<file path="config.mk">
export PLATFORM = sky130hd
export DESIGN_NAME = biquad_power_monitor
export DESIGN_NICKNAME = d
export VERILOG_FILES = /design/src/rtl/biquad_power_monitor.sv
export SDC_FILE = /design/constraint.sdc
export NUM_CORES = 2
export LEC_CHECK = 0
export ABC_AREA = 1
export BUFFER_PORTS_ARGS = -buffer_cell sky130_fd_sc_hd__buf_2
export CORE_MARGIN = 2
export CORE_UTILIZATION = 50
export CTS_BUF_LIST = sky130_fd_sc_hd__clkbuf_8
export CTS_CLUSTER_DIAMETER = 200
export DETAILED_ROUTE_END_ITERATION = 10
export GPL_ROUTABILITY_DRIVEN = 1
export PLACE_DENSITY = 0.76
export SLEW_MARGIN = 20
export SYNTH_ARGS = -nofsm -noshare
export SYNTH_HDL_FRONTEND = slang
export SYNTH_SLANG_ARGS = --single-unit
</file>
<file path="constraint.sdc">
create_clock -name clk_i -period 10 [get_ports clk_i]
set_clock_uncertainty 0.05 [all_clocks]
set_input_delay 0.5 -clock clk_i [delete_from_list [all_inputs] [get_ports clk_i]]
set_output_delay 0.5 -clock clk_i [all_outputs]
set_load 0.02 [all_outputs]
</file>
<file path="src/rtl/biquad_power_monitor.sv">
// Windowed power / peak monitor for the parallel biquad output stream.
// Three-stage pipeline: square/abs per lane, lane reduce, window accumulate.
module biquad_power_monitor #(
    parameter int NSAMP       = 4,
    parameter int NBITS       = 16,
    parameter int LOG2_WINDOW = 10,
    localparam int ACCW       = 2*NBITS-1 + $clog2(NSAMP) + LOG2_WINDOW
) (
    input  logic                   clk_i,
    input  logic                   rst_i,
    input  logic [NSAMP*NBITS-1:0] dat_i,
    input  logic                   enable_i,
    input  logic                   clear_i,
    output logic [ACCW-1:0]        power_o,
    output logic [NBITS-1:0]       peak_o,
    output logic                   valid_o
);
    localparam int SQW  = 2*NBITS-1;
    localparam int SUMW = SQW + $clog2(NSAMP);

    logic signed [NBITS-1:0]   ds_c   [NSAMP];
    logic signed [2*NBITS-1:0] prod_c [NSAMP];
    logic [SQW-1:0]            sq_c   [NSAMP];
    logic [NBITS-1:0]          ab_c   [NSAMP];

    logic [SQW-1:0]         sq   [NSAMP];
    logic [NBITS-1:0]       ab   [NSAMP];
    logic                   tag_v1, tag_last1;
    logic [LOG2_WINDOW-1:0] wcnt;

    logic [SUMW-1:0]        sum_c, sum;
    logic [NBITS-1:0]       pk_c, pk;
    logic                   tag_v2, tag_last2;

    logic [ACCW-1:0]        acc, acc_next;
    logic [NBITS-1:0]       pkacc, pkacc_next;

    always_comb begin
        for (int i = 0; i < NSAMP; i++) begin
            ds_c[i]   = dat_i[i*NBITS +: NBITS];
            prod_c[i] = (2*NBITS)'(ds_c[i]) * (2*NBITS)'(ds_c[i]);
            // The square of any NBITS signed value fits in 2*NBITS-1 bits.
            sq_c[i]   = prod_c[i][SQW-1:0];
            ab_c[i]   = ds_c[i][NBITS-1] ? (NBITS'(0) - NBITS'(ds_c[i])) : NBITS'(ds_c[i]);
        end
    end

    always_ff @(posedge clk_i or posedge rst_i) begin
        if (rst_i) begin
            for (int i = 0; i < NSAMP; i++) begin
                sq[i] <= '0;
                ab[i] <= '0;
            end
            tag_v1    <= 1'b0;
            tag_last1 <= 1'b0;
            wcnt      <= '0;
        end else begin
            for (int i = 0; i < NSAMP; i++) begin
                sq[i] <= sq_c[i];
                ab[i] <= ab_c[i];
            end
            if (clear_i) begin
                tag_v1    <= 1'b0;
                tag_last1 <= 1'b0;
                wcnt      <= '0;
            end else begin
                tag_v1    <= enable_i;
                tag_last1 <= enable_i && (wcnt == '1);
                if (enable_i)
                    wcnt <= wcnt + 1'b1;
            end
        end
    end

    always_comb begin
        sum_c = '0;
        pk_c  = '0;
        for (int i = 0; i < NSAMP; i++) begin
            sum_c = sum_c + SUMW'(sq[i]);
            if (ab[i] > pk_c)
                pk_c = ab[i];
        end
    end

    always_ff @(posedge clk_i or posedge rst_i) begin
        if (rst_i) begin
            sum       <= '0;
            pk        <= '0;
            tag_v2    <= 1'b0;
            tag_last2 <= 1'b0;
        end else begin
            sum       <= sum_c;
            pk        <= pk_c;
            tag_v2    <= clear_i ? 1'b0 : tag_v1;
            tag_last2 <= clear_i ? 1'b0 : tag_last1;
        end
    end

    always_comb begin
        acc_next   = acc + ACCW'(sum);
        pkacc_next = (pk > pkacc) ? pk : pkacc;
    end

    always_ff @(posedge clk_i or posedge rst_i) begin
        if (rst_i) begin
            acc     <= '0;
            pkacc   <= '0;
            power_o <= '0;
            peak_o  <= '0;
            valid_o <= 1'b0;
        end else begin
            valid_o <= 1'b0;
            if (clear_i) begin
                acc   <= '0;
                pkacc <= '0;
            end else if (tag_v2) begin
                if (tag_last2) begin
                    power_o <= acc_next;
                    peak_o  <= pkacc_next;
                    valid_o <= 1'b1;
                    acc     <= '0;
                    pkacc   <= '0;
                end else begin
                    acc   <= acc_next;
                    pkacc <= pkacc_next;
                end
            end
        end
    end
endmodule

</file>
Word-level counts from Yosys, hierarchy flattened
Index checks and enable logic that the tools add are counted.
{"block": "totals", "ff_bits": 370, "ram_bits": 0, "latchBits": 0, "n_memories": 0, "word_cells": 68, "mem_bits_ro": 0, "out_inout_bits": 60}
{"block": "op_classes", "shifts": 0, "eq_ne": 1, "bitwise": 1, "mux": 24, "n_div": 0, "magnitude_cmp": 5, "n_mul": 4, "add_sub_neg": 9, "n_reduce_logical": 4}
{"op": "$mux W16", "n": 12}
{"op": "$mux W43", "n": 3}
{"op": "$mul A16 B16 Y31", "n": 4}
{"op": "$gt A16 B16 Y1", "n": 4}
{"op": "$sub A1 B16 Y16 const A", "n": 4}
{"op": "$add A43 B33 Y43", "n": 1}
{"op": "$add A32 B31 Y33", "n": 1}
{"op": "$add A33 B31 Y33", "n": 1}
{"op": "$add A31 B31 Y32", "n": 1}
{"op": "$mux W10", "n": 2}
{"op": "$gt A16 B1 Y1 const B", "n": 1}
{"op": "$add A10 B1 Y10 const B", "n": 1}
{"op": "$eq A10 B10 Y1 const B", "n": 1}
{"op": "$mux W1", "n": 7}
{"op": "$reduce_bool A2 Y1", "n": 2}
{"op": "$reduce_and A3 Y1", "n": 1}
{"op": "$logic_and A1 B1 Y1", "n": 1}
{"op": "$not A1 Y1", "n": 1}

Depth between registers and ports, before layout
{"block": "depth", "ltp_word": 8, "mapped_depth": 42}

Least setup slack after synthesis
Ideal clock, no wire load.
{"block": "synth_path", "kind": "input to register", "startpoint": "input dat_i[8]", "endpoint": "register sq[123] in the netlist's numbering", "setup_ns": 0.116, "path_stages": 28, "slack_ns": 3.800, "t_arrival_ns": 6.034, "required_time_ns": 9.834, "path_buffers": 2, "path_cell_list": "clkbuf_1 > buf_1 > nand2_1 > fa_1 > inv_1 > fa_1 > inv_1 > fa_1 > inv_1 > fa_1 > inv_1 > fa_1 > inv_1 > fa_1 > ha_1 > nand2_1 > nor3_2 > nand4_1 > nand3_1 > nand2_1 > o211ai_1 > a21boi_1 > o21ai_0 > nand2_1 > nand2_1 > nand2_1 > nand3_1 > nand2_1"}
{"item": "start, declared", "line_no": "11", "text": "input logic [NSAMP*NBITS-1:0] dat_i,"}
{"item": "end signal, assigned by index", "line_no": "59", "text": "sq[i] <= sq_c[i];"}
{"item": "end, declared", "line_no": "26", "text": "logic [SQW-1:0] sq [NSAMP];"}

Final worst setup path
{"block": "layout_path", "startpoint": "register ab[47] in the netlist's numbering", "endpoint": "register pk[1]"}
{"block": "layout_via", "elab_chain_cells": 6}
{"item": "start, declared", "line_no": "27", "text": "logic [NBITS-1:0] ab [NSAMP];"}
{"item": "start signal, assigned by index", "line_no": "60", "text": "ab[i] <= ab_c[i];"}
{"item": "$gt A16 B16 Y1", "line_no": "80", "text": "if (ab[i] > pk_c)"}
{"item": "$mux W16 (*)", "line_no": "80"}
{"item": "$gt A16 B16 Y1", "line_no": "80"}
{"item": "$mux W16 (*)", "line_no": "80"}
{"item": "$gt A16 B16 Y1", "line_no": "80"}
{"item": "$mux W16 (*)", "line_no": "80"}
{"item": "net pk_c[1]", "line_no": "32", "text": "logic [NBITS-1:0] pk_c, pk;"}
{"item": "end signal, assigned", "line_no": "93", "text": "pk <= pk_c;"}
{"item": "end, declared", "line_no": "32"}
The timed path passes the listed nets; every way through them passes the cells marked *.
A chain may end at the register's enable or synchronous reset.

==> reports/metrics.cfg <==
[outcome]
outcome = completed

[logic_synthesis]
synthFlopType = dfrtp_1
netlist_area_um2 = 53800
synth_cell_types = 55
synth_seq_cells = 362
synth_top_area_share_pct = 36.9
ys_warn_count = 0
syn_inst = 6097
synth_most_common_cell = inv_1
yosysTopAreaCell = fa_1
synth_area_leaders = fa_1 37%, dfrtp_1 17%, inv_1 12%
async_reset_ff_share_pct = 100
synth_common_cells = 1697 x inv_1, 1090 x nand2_1, 992 x fa_1
synth-seq-area-share_pct = 16.8
synth_area_per_cell_um2 = 8.83
synth_enable_flop_cells = 0

[setup_path]
worstPathArrival_ps = 7120
crit_buf_inv = 3
start_kind = register
cp_top_family = simple AND/OR/NAND/NOR gates
cp_slowest_cell = nand4_2
crit_path_end_kind = register
critical_path_class = reg2reg
cp_common_cell = nand2_1
worst-path-max-fanout = 31
critPathMaxStageDelay_ps = 560
worstPathRequired_ps = 10530

[floorplanning]
die_h_um = 332
start_util_pct = 50.4
io_pins = 128
die_w_um = 332
dieArea_um2 = 110000
rows = 120
core_um2 = 107000

[placement]
dp_hpwl_mm = 110
numPortBuffers = 127
place_ws_ps = 3140
gp_congestion = 1.00
postPlaceCellArea_um2 = 55700

[global_routing]
use_met3_pct = 2.82
grt_pass1_wl_mm = 216
grt_usage_pct = 24.5
grt_use_met2_pct = 41.9
grt_max_degree = 183
antenna_found_initial = 9
busiest_layer = met2
use_met1_pct = 31.9
grt-ovfl-total = 0
grt_pass1_vias = 41800

[sta]
setup_slack_ps = 3410
rsz0062_at_grt = false
drv_slew = 0
fmax_ghz = 0.152
hold_slack_ps = 82.3
post-route-period-util_pct = 65.9
worst_pin_slew_ps = 1120
hold_viol = 0
fin_crit_ps = 6590
setup_viol_count_final = 0
setup_tns_ps = 0
max_slew_margin_pct = 25.3

[cts]
cts_buffer_depth = 3
cts_resized = 0
clk_pin_slew_ps = 70
htreeDepth = 2
cts_sinks = 362
tritoncts = done
worstSkewPairLatency_ps = 670
postCtsSetupBuffers = 0
cts-root-buf = clkbuf_8
cts_buffers = 56

[routing]
wl_mm = 131
vias = 39400
wl_per_cell_um = 17.4
viasPerCell = 5.20
drtPass1Iterations = 6
drtAntennaViolNets = 0
drc = 0
drt_iter0_drc = 2747

[final_layout]
stdcell_area_um2 = 56900
drive_gt1_share_pct = 4.61
fin_nets = 7653
area_delta_synth_final_pct = 5.77
nFillCells = 9544

[flow_run]
drv_cap = 0

[min_path]
hp-class = in2reg

stage by stage:
stage	instances	util, %
2_1_floorplan	6098	-
3_3_place_gp	7466	52.1
3_5_place_dp	7466	52.1
4_1_cts	7570	53.3
5_1_grt	7570	53.3
6_report	7572	53.3
per-layer routing:
metal / share of wire, % / vias up
met5: 0.071 / -
li1: - / 18100
met1: 41 / 19700
met4: 4.6 / 16
met3: 5.9 / 311
met2: 49 / 1259
path summary, 6_finish.rpt:
kind                       startpoint     endpoint  slack (ps)  cells past startpoint
max                            ab[47]        pk[1]        3410                     26
max reg2reg                    ab[47]        pk[1]        3410                     26
min in group asynchronous       rst_i  power_o[21]         500                      3
max in group asynchronous       rst_i       sq[56]        7860                      4
min                           clear_i       tag_v2          80                      2
min reg2reg                 tag_last1    tag_last2         420                      2
worst reg2reg max path, delay by kind of cell (launching register included):
kind / cells / cell delay [ps]
AO/OA/AOI/OAI: 7 / 1510
AND/OR/NAND/NOR: 13 / 3050
buffers and inverters: 3 / 620
adder cells (fa/ha/maj): 3 / 910
flip-flops: 1 / 380
layout make-up:
type	count	area, um2	share of cell area [%]
multi-input cells	3866	37800	66.3
flip-flops and latches	362	9060	15.9
inverters	1701	6390	11.2
well taps	1403	1760	3.08
clock buffers	71	977	1.72
repair buffers	135	711	1.25
clock inverters	32	272	0.477
diodes	2	5.00	0.00879
repair_timing:
| action | 4_1_cts | 5_1_grt |
|---|---|---|
| hold buffers | 1 | 0 |
| endpoints found under the hold margin | 39 | 0 |
| setup endpoints to repair | 0 | 0 |
registers in the layout (all words and copies together) (netlist names):
name and count:
sq 116, ab 64, acc 43, power_o 43, sum 33, peak_o 16, pk 16, pkacc 16
wcnt 10, tag_last1 1, tag_last2 1, tag_v1 1, tag_v2 1, valid_o 1
cell usage in the layout (no fill, tap or decap), types with 14 or more instances in the layout:
master       n
a21oi_1    223
a31oi_1     26
buf_2      127
clkbuf_8    71
dfrtp_1    362
fa_1       992
ha_1       471
inv_1     1713
nand2_1   1090
nand2_2     17
nand3_1    112
nand4_1     33
nor2_1     184
nor3_1      37
nor4_1      14
o21ai_0    213
o21ai_1     15
o21bai_1    16
o22ai_1     16
or2_2       20
xnor2_1    105
xor2_1     167
cells by family after synthesis:
logic type | synth area share (%)
and+or+nand+nor | 11.6
DFF | 16.8
adders and majority gates | 47.8
xor gates and xnor gates | 4.43
AOI/OAI and AO/OA | 6.18
other | 0.0140
buffers and inverters | 13.1
Power is left out: the tool's default activity adds up to more than one toggle a clock period on the data nets, which glitch-free logic cannot reach.
